<file path="config.mk">
export PLATFORM = sky130hd
export DESIGN_NAME = uart_cmd_engine_flat
export DESIGN_NICKNAME = d
export VERILOG_FILES = /design/src/rtl/uart_cmd_pkg.sv /design/src/rtl/uart_cmd_engine_if.sv /design/src/rtl/uart_tx_loader.sv /design/src/rtl/uart_cmd_engine.sv /design/src/flat_wrapper.sv
export SDC_FILE = /design/constraint.sdc
export NUM_CORES = 1
export LEC_CHECK = 0
export BUFFER_PORTS_ARGS = -buffer_cell sky130_fd_sc_hd__buf_4
export CORE_AREA = 2 2 84 86
export CTS_BUF_LIST = sky130_fd_sc_hd__clkbuf_4
export DETAILED_ROUTE_END_ITERATION = 8
export DIE_AREA = 0 0 86 88
export PLACE_DENSITY = 0.86
export SETUP_SLACK_MARGIN = 0.3
export SYNTH_ARGS = -nofsm -noshare
export SYNTH_HDL_FRONTEND = slang
export SYNTH_SLANG_ARGS = --single-unit
</file>
<file path="constraint.sdc">
create_clock -name clk -period 4.24 [get_ports clk]
set_clock_uncertainty 0.05 [all_clocks]
set_input_delay 0.424 -clock clk [delete_from_list [all_inputs] [get_ports clk]]
set_output_delay 0.424 -clock clk [all_outputs]
set_load 0.05 [all_outputs]
</file>
<file path="src/rtl/uart_cmd_pkg.sv">
// uart_cmd_pkg: shared types and constants for the uart command engine.
// Holds the engine state enum, host-protocol opcodes/response bytes and
// command-length constants used by the parser.
package uart_cmd_pkg;

  localparam logic [7:0] CMD_WR   = 8'h57;  // 'W' addr data
  localparam logic [7:0] CMD_RD   = 8'h52;  // 'R' addr
  localparam logic [7:0] ACK_BYTE = 8'h06;
  localparam logic [7:0] NAK_BYTE = 8'h15;

  // byte_idx counts captured bytes of the current command (0..3).
  localparam int               IDX_W   = 2;
  localparam logic [IDX_W-1:0] LEN_BAD = 2'd0;
  localparam logic [IDX_W-1:0] LEN_RD  = 2'd2;
  localparam logic [IDX_W-1:0] LEN_WR  = 2'd3;

  typedef enum logic [3:0] {
    IDLE, RX_ULD, RX_WAIT, RX_CAP, DISPATCH, MEM_WR, MEM_RD, MEM_RD_WAIT,
    TX_LD, TX_HOLD, TX_WAIT
  } state_t;

  // Total command length in bytes including the opcode; 0 = unknown opcode.
  function automatic logic [IDX_W-1:0] cmd_len(input logic [7:0] op);
    if (op == CMD_WR)      return LEN_WR;
    else if (op == CMD_RD) return LEN_RD;
    else                   return LEN_BAD;
  endfunction

endpackage

</file>
<file path="src/rtl/uart_cmd_engine_if.sv">
// uart_cmd_engine_if: bundles the uart rx/tx handshake, the block-RAM port
// and the status outputs of the command engine.
// master = engine side (drives strobes, tx byte, memory port, status); slave = environment.
interface uart_cmd_engine_if;
  logic       rx_empty;
  logic [7:0] rx_data;
  logic       uld_rx_data;
  logic       tx_empty;
  logic       ld_tx_data;
  logic [7:0] tx_data;
  logic       mem_en;
  logic       mem_we;
  logic [7:0] mem_addr;
  logic [7:0] mem_wdata;
  logic [7:0] mem_rdata;
  logic       busy;
  logic [7:0] err_count;

  modport master (
    input  rx_empty, rx_data, tx_empty, mem_rdata,
    output uld_rx_data, ld_tx_data, tx_data, mem_en, mem_we, mem_addr, mem_wdata,
           busy, err_count
  );

  modport slave (
    output rx_empty, rx_data, tx_empty, mem_rdata,
    input  uld_rx_data, ld_tx_data, tx_data, mem_en, mem_we, mem_addr, mem_wdata,
           busy, err_count
  );
endinterface

</file>
<file path="src/rtl/uart_tx_loader.sv">
// uart_tx_loader: hands one response byte to the uart transmitter and waits
// until it has been shifted out. Ports: load/tx_byte (start request),
// tx_empty (uart ready), ld_tx_data/tx_data (to uart), done (byte fully sent).
module uart_tx_loader
  import uart_cmd_pkg::*;
(
  input  logic       clk,
  input  logic       reset,
  input  logic       load,
  input  logic [7:0] tx_byte,
  input  logic       tx_empty,
  output logic       ld_tx_data,
  output logic [7:0] tx_data,
  output logic       done
);

  state_t state, state_next;

  always_ff @(posedge clk or posedge reset) begin
    if (reset) begin
      state      <= IDLE;
      ld_tx_data <= 1'b0;
      tx_data    <= 8'h00;
    end else begin
      state      <= state_next;
      // Strobe lands in the TX_HOLD cycle; tx_empty only drops after the
      // uart samples it, which is why TX_WAIT starts one cycle later.
      ld_tx_data <= (state == TX_LD) && tx_empty;
      if (load) tx_data <= tx_byte;
    end
  end

  always_comb begin
    state_next = state;
    done       = 1'b0;
    case (state)
      IDLE:    if (load) state_next = TX_LD;
      TX_LD:   if (tx_empty) state_next = TX_HOLD;
      TX_HOLD: state_next = TX_WAIT;
      TX_WAIT: if (tx_empty) begin
        state_next = IDLE;
        done       = 1'b1;
      end
      default: state_next = IDLE;
    endcase
  end

endmodule

</file>
<file path="src/rtl/uart_cmd_engine.sv">
// uart_cmd_engine: parses W/R host commands from the uart rx path, performs one
// BRAM access and returns ACK, read data or NAK. Ports: clk, reset (async high),
// bus (uart rx/tx handshake, BRAM port, busy, err_count).
module uart_cmd_engine
  import uart_cmd_pkg::*;
#(
  parameter int TIMEOUT_CYCLES = 1000000
) (
  input logic                clk,
  input logic                reset,
  uart_cmd_engine_if.master  bus
);

  localparam int               CNT_W    = $clog2(TIMEOUT_CYCLES);
  localparam logic [CNT_W-1:0] CNT_LAST = CNT_W'(TIMEOUT_CYCLES - 1);

  state_t           state, state_next;
  logic [7:0]       opcode, addr, wdata;
  logic [IDX_W-1:0] byte_idx;
  logic [CNT_W-1:0] tmo_cnt;
  logic             load, nak, tx_done;
  logic [7:0]       load_byte;

  uart_tx_loader u_tx (
    .clk        (clk),
    .reset      (reset),
    .load       (load),
    .tx_byte    (load_byte),
    .tx_empty   (bus.tx_empty),
    .ld_tx_data (bus.ld_tx_data),
    .tx_data    (bus.tx_data),
    .done       (tx_done)
  );

  always_comb begin
    state_next = state;
    load       = 1'b0;
    load_byte  = ACK_BYTE;
    nak        = 1'b0;
    case (state)
      IDLE:    if (!bus.rx_empty) state_next = RX_ULD;
      RX_ULD:  state_next = RX_WAIT;
      RX_WAIT: state_next = RX_CAP;
      RX_CAP:  state_next = DISPATCH;
      // DISPATCH doubles as the inter-byte wait: busy stays high and the
      // timeout counter runs until the next byte or expiry.
      DISPATCH: begin
        if (cmd_len(opcode) == LEN_BAD)       nak = 1'b1;
        else if (byte_idx == cmd_len(opcode)) state_next = (opcode == CMD_WR) ? MEM_WR : MEM_RD;
        else if (!bus.rx_empty)               state_next = RX_ULD;
        else if (tmo_cnt == CNT_LAST)         nak = 1'b1;
      end
      MEM_WR:  load = 1'b1;
      MEM_RD:  state_next = MEM_RD_WAIT;
      MEM_RD_WAIT: begin
        load      = 1'b1;
        load_byte = bus.mem_rdata;
      end
      TX_LD:   if (tx_done) state_next = IDLE;
      default: state_next = IDLE;
    endcase
    if (nak) begin
      load      = 1'b1;
      load_byte = NAK_BYTE;
    end
    if (load) state_next = TX_LD;
  end

  always_ff @(posedge clk or posedge reset) begin
    if (reset) begin
      state           <= IDLE;
      opcode          <= 8'h00;
      addr            <= 8'h00;
      wdata           <= 8'h00;
      byte_idx        <= '0;
      tmo_cnt         <= '0;
      bus.uld_rx_data <= 1'b0;
      bus.mem_en      <= 1'b0;
      bus.mem_we      <= 1'b0;
      bus.mem_addr    <= 8'h00;
      bus.mem_wdata   <= 8'h00;
      bus.busy        <= 1'b0;
      bus.err_count   <= 8'h00;
    end else begin
      state <= state_next;
      if (state == IDLE) begin
        byte_idx <= '0;
        tmo_cnt  <= '0;
      end else if (state == RX_CAP) begin
        if (byte_idx == 2'd0)      opcode <= bus.rx_data;
        else if (byte_idx == 2'd1) addr   <= bus.rx_data;
        else                       wdata  <= bus.rx_data;
        byte_idx <= byte_idx + 2'd1;
        tmo_cnt  <= '0;
      end else if (state == DISPATCH && state_next == DISPATCH) begin
        tmo_cnt <= tmo_cnt + 1'b1;
      end
      // Outputs are registered from the next state so each strobe is
      // aligned with the state it belongs to.
      bus.uld_rx_data <= (state_next == RX_ULD);
      bus.mem_en      <= (state_next == MEM_WR) || (state_next == MEM_RD);
      bus.mem_we      <= (state_next == MEM_WR);
      if ((state_next == MEM_WR) || (state_next == MEM_RD)) bus.mem_addr <= addr;
      if (state_next == MEM_WR) bus.mem_wdata <= wdata;
      bus.busy <= (state_next != IDLE);
      if (nak && (bus.err_count != 8'hFF)) bus.err_count <= bus.err_count + 8'd1;
    end
  end

endmodule
</file>
<file path="src/flat_wrapper.sv">
// flat-port wrapper written by rule: the top's interface ports become plain ports
module uart_cmd_engine_flat import uart_cmd_pkg::*;
#(
  parameter int TIMEOUT_CYCLES = 1000000
)
  (clk, reset, bus_rx_empty, bus_rx_data, bus_tx_empty, bus_mem_rdata, bus_uld_rx_data, bus_ld_tx_data, bus_tx_data, bus_mem_en, bus_mem_we, bus_mem_addr, bus_mem_wdata, bus_busy, bus_err_count);
  uart_cmd_engine_if bus_i ();
  input logic clk;
  input logic reset;
  input wire logic [$bits(bus_i.rx_empty)-1:0] bus_rx_empty;
  input wire logic [$bits(bus_i.rx_data)-1:0] bus_rx_data;
  input wire logic [$bits(bus_i.tx_empty)-1:0] bus_tx_empty;
  input wire logic [$bits(bus_i.mem_rdata)-1:0] bus_mem_rdata;
  output wire logic [$bits(bus_i.uld_rx_data)-1:0] bus_uld_rx_data;
  output wire logic [$bits(bus_i.ld_tx_data)-1:0] bus_ld_tx_data;
  output wire logic [$bits(bus_i.tx_data)-1:0] bus_tx_data;
  output wire logic [$bits(bus_i.mem_en)-1:0] bus_mem_en;
  output wire logic [$bits(bus_i.mem_we)-1:0] bus_mem_we;
  output wire logic [$bits(bus_i.mem_addr)-1:0] bus_mem_addr;
  output wire logic [$bits(bus_i.mem_wdata)-1:0] bus_mem_wdata;
  output wire logic [$bits(bus_i.busy)-1:0] bus_busy;
  output wire logic [$bits(bus_i.err_count)-1:0] bus_err_count;
  assign bus_i.rx_empty = bus_rx_empty;
  assign bus_i.rx_data = bus_rx_data;
  assign bus_i.tx_empty = bus_tx_empty;
  assign bus_i.mem_rdata = bus_mem_rdata;
  assign bus_uld_rx_data = bus_i.uld_rx_data;
  assign bus_ld_tx_data = bus_i.ld_tx_data;
  assign bus_tx_data = bus_i.tx_data;
  assign bus_mem_en = bus_i.mem_en;
  assign bus_mem_we = bus_i.mem_we;
  assign bus_mem_addr = bus_i.mem_addr;
  assign bus_mem_wdata = bus_i.mem_wdata;
  assign bus_busy = bus_i.busy;
  assign bus_err_count = bus_i.err_count;
  uart_cmd_engine #(.TIMEOUT_CYCLES(TIMEOUT_CYCLES)) u_core (.clk(clk), .reset(reset), .bus(bus_i));
endmodule
</file>
==> summary.md <==
| Metric | Value |
|---|---|
| Initial Util | `0.6316` |
| DRT Wirelength | `8.704 mm` |
| Seq. cell area | `2252 um2` |
| WHS | `0.1101 ns` |
| Final setup vio count | `0` |
| DR DRC count | `0` |
| Setup_tns | `0 ns` |
| Clock buffer depth | `2` |
| Area Growth Syn to Fin | `14.55%` |
| Routed Antenna Nets | `0` |
| Worst Setup Start Kind | `flop` |
| Vias in the first global route | `2959` |
| LEAKAGE | `2.217 nW` |
| Mean routed wirelength per cell | `about 17 um` |
| Worst relative slew slack | `0.3350` |
| Multi-input gate area | `around 1900 um2` |
| Type of the worst setup path | `flop to flop` |
| # hold bufs at CTS | `0` |
| CP Capture Type | `flop` |
| Post-synthesis net count | `approximately 380` |
| Worst slew pin tran | `about 1.0 ns` |
| Commonest non-fill, non-tap cell in the layout | `dfrtp_1` |
| Highest clock rate | `approximately 360 MHz` |
| Die area | `approximately 7600 um2` |
| Cell taking the most area after synthesis | `dfrtp_1` |
| P per Cell Area | `667.0 nW/um2` |
| Gr ovfl total | `0` |
| Clk_lat worst skew | `0.45 ns` |
| Clk slew on worst S/H paths | `0.15 ns` |
| Core area | `6644 um2` |
| Largest net degree at the start of global routing | `61` |
| Worst EP arrival | `about 3.1 ns` |
| Post-CTS setup buffers | `0` |
| Count of cells resized by post-cts repair | `0` |
| Antenna violations before repair | `0` |
| Pins Over Slew Limit | `0` |
| Synth Cell Area | `4197 um2` |
| Vias | `roughly 3100` |
| # H-tree levels | `3` |
| Top post-synthesis cells by area | `dfrtp_1 (54%), mux2_2 (8.9%), mux2_4 (2.9%), nor2_1 (2.3%), nand2_1 (2.1%)` |
| Unrepaired setup endpoints after global routing | `no` |
| Vias per cell | `6.135` |
| Endpoints failing hold | `0` |
| Post-synth EDFFs | `0` |
| Detail Placement HPWL | `6.156 mm` |
| CP required | `~4.6 ns` |
| # rows | `30` |
| Antenna Cells | `0` |
| Setup WS pre-CTS | `roughly 1.6 ns` |
| Final net count | `437` |
| Initial DRC count | `173` |
| First-pass DRT Iterations | `4` |
| Highest-count cells in the layout ignoring fill and taps | `dfrtp_1 (90), buf_4 (58), mux2_2 (33)` |
| PortBufs | `56` |
| CP Max Fanout | `15` |
| Die W | `86 um` |
| Clk sinks | `90` |
| GP Congestion | `approximately 0.89` |
| # IOs | `57` |
| Layout cell share with drive strength beyond 1 | `0.3014` |
| Top-area cell type share of the netlist area | `0.5367` |
| Register area share after synthesis | `0.5367` |
| Setup ws final | `around 1.5 ns` |
| Status | `finished, final reports clean` |
| Syn Inst Count | `352` |
| Global-route usage over all layers | `0.2495` |
| Max VDD drop | `0.4829 mV` |
| Minimum clock period | `roughly 2.8 ns` |
| Avg Inst Size Synth | `11.92 um2` |
| Fin crit share | `0.6520` |
| Die Y | `88 um` |
| Hold WC Path Type | `primary input to asynchronous set/reset pin` |
| Number of fill cells in the layout | `476` |
| Max-cap violations | `0` |
| Synthesized flop and latch total | `90` |
| Synth cell types | `53` |
| CTS tree | `done` |
| Global-route wire length before repair | `14.50 mm` |
| Clock root buffer | `clkbuf_4` |
| Flop-to-flop setup slack | `1.48 ns` |
| Top_reg_cell synth | `dfrtp_1` |
| Share of flip-flops with an asynchronous set or reset | `1.000` |
| Total CTS buffers | `9` |
| Yosys warns | `0` |
synthesized netlist by cell type, types with 3 or more instances:
| cell type | instances |
|---|---|
| nor3_1 | 8 |
| a21oi_1 | 9 |
| nand2_1 | 24 |
| nor2_1 | 26 |
| and3_1 | 9 |
| nand3_1 | 17 |
| clkbuf_1 | 3 |
| nor4_1 | 6 |
| nor2b_1 | 5 |
| ha_1 | 4 |
| mux2i_1 | 5 |
| inv_1 | 9 |
| and2_1 | 3 |
| o211ai_1 | 3 |
| o21ai_0 | 7 |
| o31a_1 | 3 |
| o31ai_1 | 7 |
| dfrtp_1 | 90 |
| a22o_1 | 6 |
| xnor2_1 | 7 |
| nand4_1 | 8 |
| xor2_1 | 8 |
| or4_1 | 8 |
| mux2_4 | 8 |
| mux2_2 | 33 |
state kept, by name (all words and copies together), names as in the netlist, 2 cells and up:
register,cells
u_core.state,4
u_core.bus.mem_wdata,8
u_core.u_tx.state,3
u_core.opcode,8
u_core.byte_idx,2
u_core.bus.err_count,8
u_core.u_tx.tx_data,8
u_core.bus.mem_addr,8
u_core.tmo_cnt,20
u_core.addr,8
u_core.wdata,8
worst max-delay path, stage by stage (launching register included):
cell and delay (ns):
dfrtp_1 0.62, nor2b_1 0.26, mux2i_1 0.27, and2_1 0.44, nand3_2 0.33, or4_1 0.55
a21oi_1 0.17
final timing paths:
kind	from	to	cells past startpoint
worst max-delay path	u_core.state[0]	u_core.tmo_cnt[12]	6
worst min-delay path	reset	u_core.bus.mem_addr[2]	2
worst max register to register	u_core.state[0]	u_core.tmo_cnt[12]	6
worst min register to register	u_core.bus.err_count[5]	u_core.bus.err_count[5]	1
max in group asynchronous	reset	u_core.wdata[4]	3
min in group clk	bus_mem_rdata[6]	u_core.u_tx.tx_data[6]	2
where the power goes:
| group | switching [mW] | leakage (nW) | internal (mW) |
|---|---|---|---|
| Clock | 0.297 | 0.0628 | 0.128 |
| Sequential | 0.218 | 1.16 | 1.12 |
| Combinational | 0.903 | 0.989 | 0.545 |
| Total | 1.42 | 2.22 | 1.79 |
metal layers:
layer  vias to the layer above  track usage  share of wire
met5                         -            0              0
met4                         0       0.1198          0.024
met3                        20      0.04241          0.049
met2                        93       0.4059           0.49
met1                      1523       0.3291           0.44
li1                       1419            -              -
stage by stage:
stage | util | std cells | area, um2 | power [mW]
floorplan | - | 352 | 4197 | 2.380
global placement | 0.7058 | 482 | 4690 | 2.741
detailed placement | 0.7058 | 482 | 4690 | 2.791
CTS | 0.7235 | 498 | 4807 | 3.218
global route | 0.7235 | 498 | 4807 | 3.377
finish | 0.7235 | 498 | 4807 | 3.206
logic make-up (layout without fill, tap and decap cells):
logic type	count (synthesis)	count (layout)	share of synthesized area
AO/OA/AOI/OAI	46	46	0.08468
XOR/XNOR	15	15	0.03131
adder cells (fa/ha/maj)	4	4	0.01193
buffers and inverters	17	83	0.01848
flip-flops	90	90	0.5367
multiplexers	46	46	0.1291
AND/OR/NAND/NOR	134	134	0.1878
layout make-up:
| cell class | instances | share of cell area |
|---|---|---|
| clock buffers | 10 | 0.01562 |
| well taps | 80 | 0.02082 |
| flip-flops and latches | 90 | 0.4685 |
| multi-input cells | 245 | 0.3883 |
| inverters | 9 | 0.007288 |
| repair buffers | 58 | 0.09058 |
| clock inverters | 6 | 0.008850 |
(Power assumes the default switching activity.)
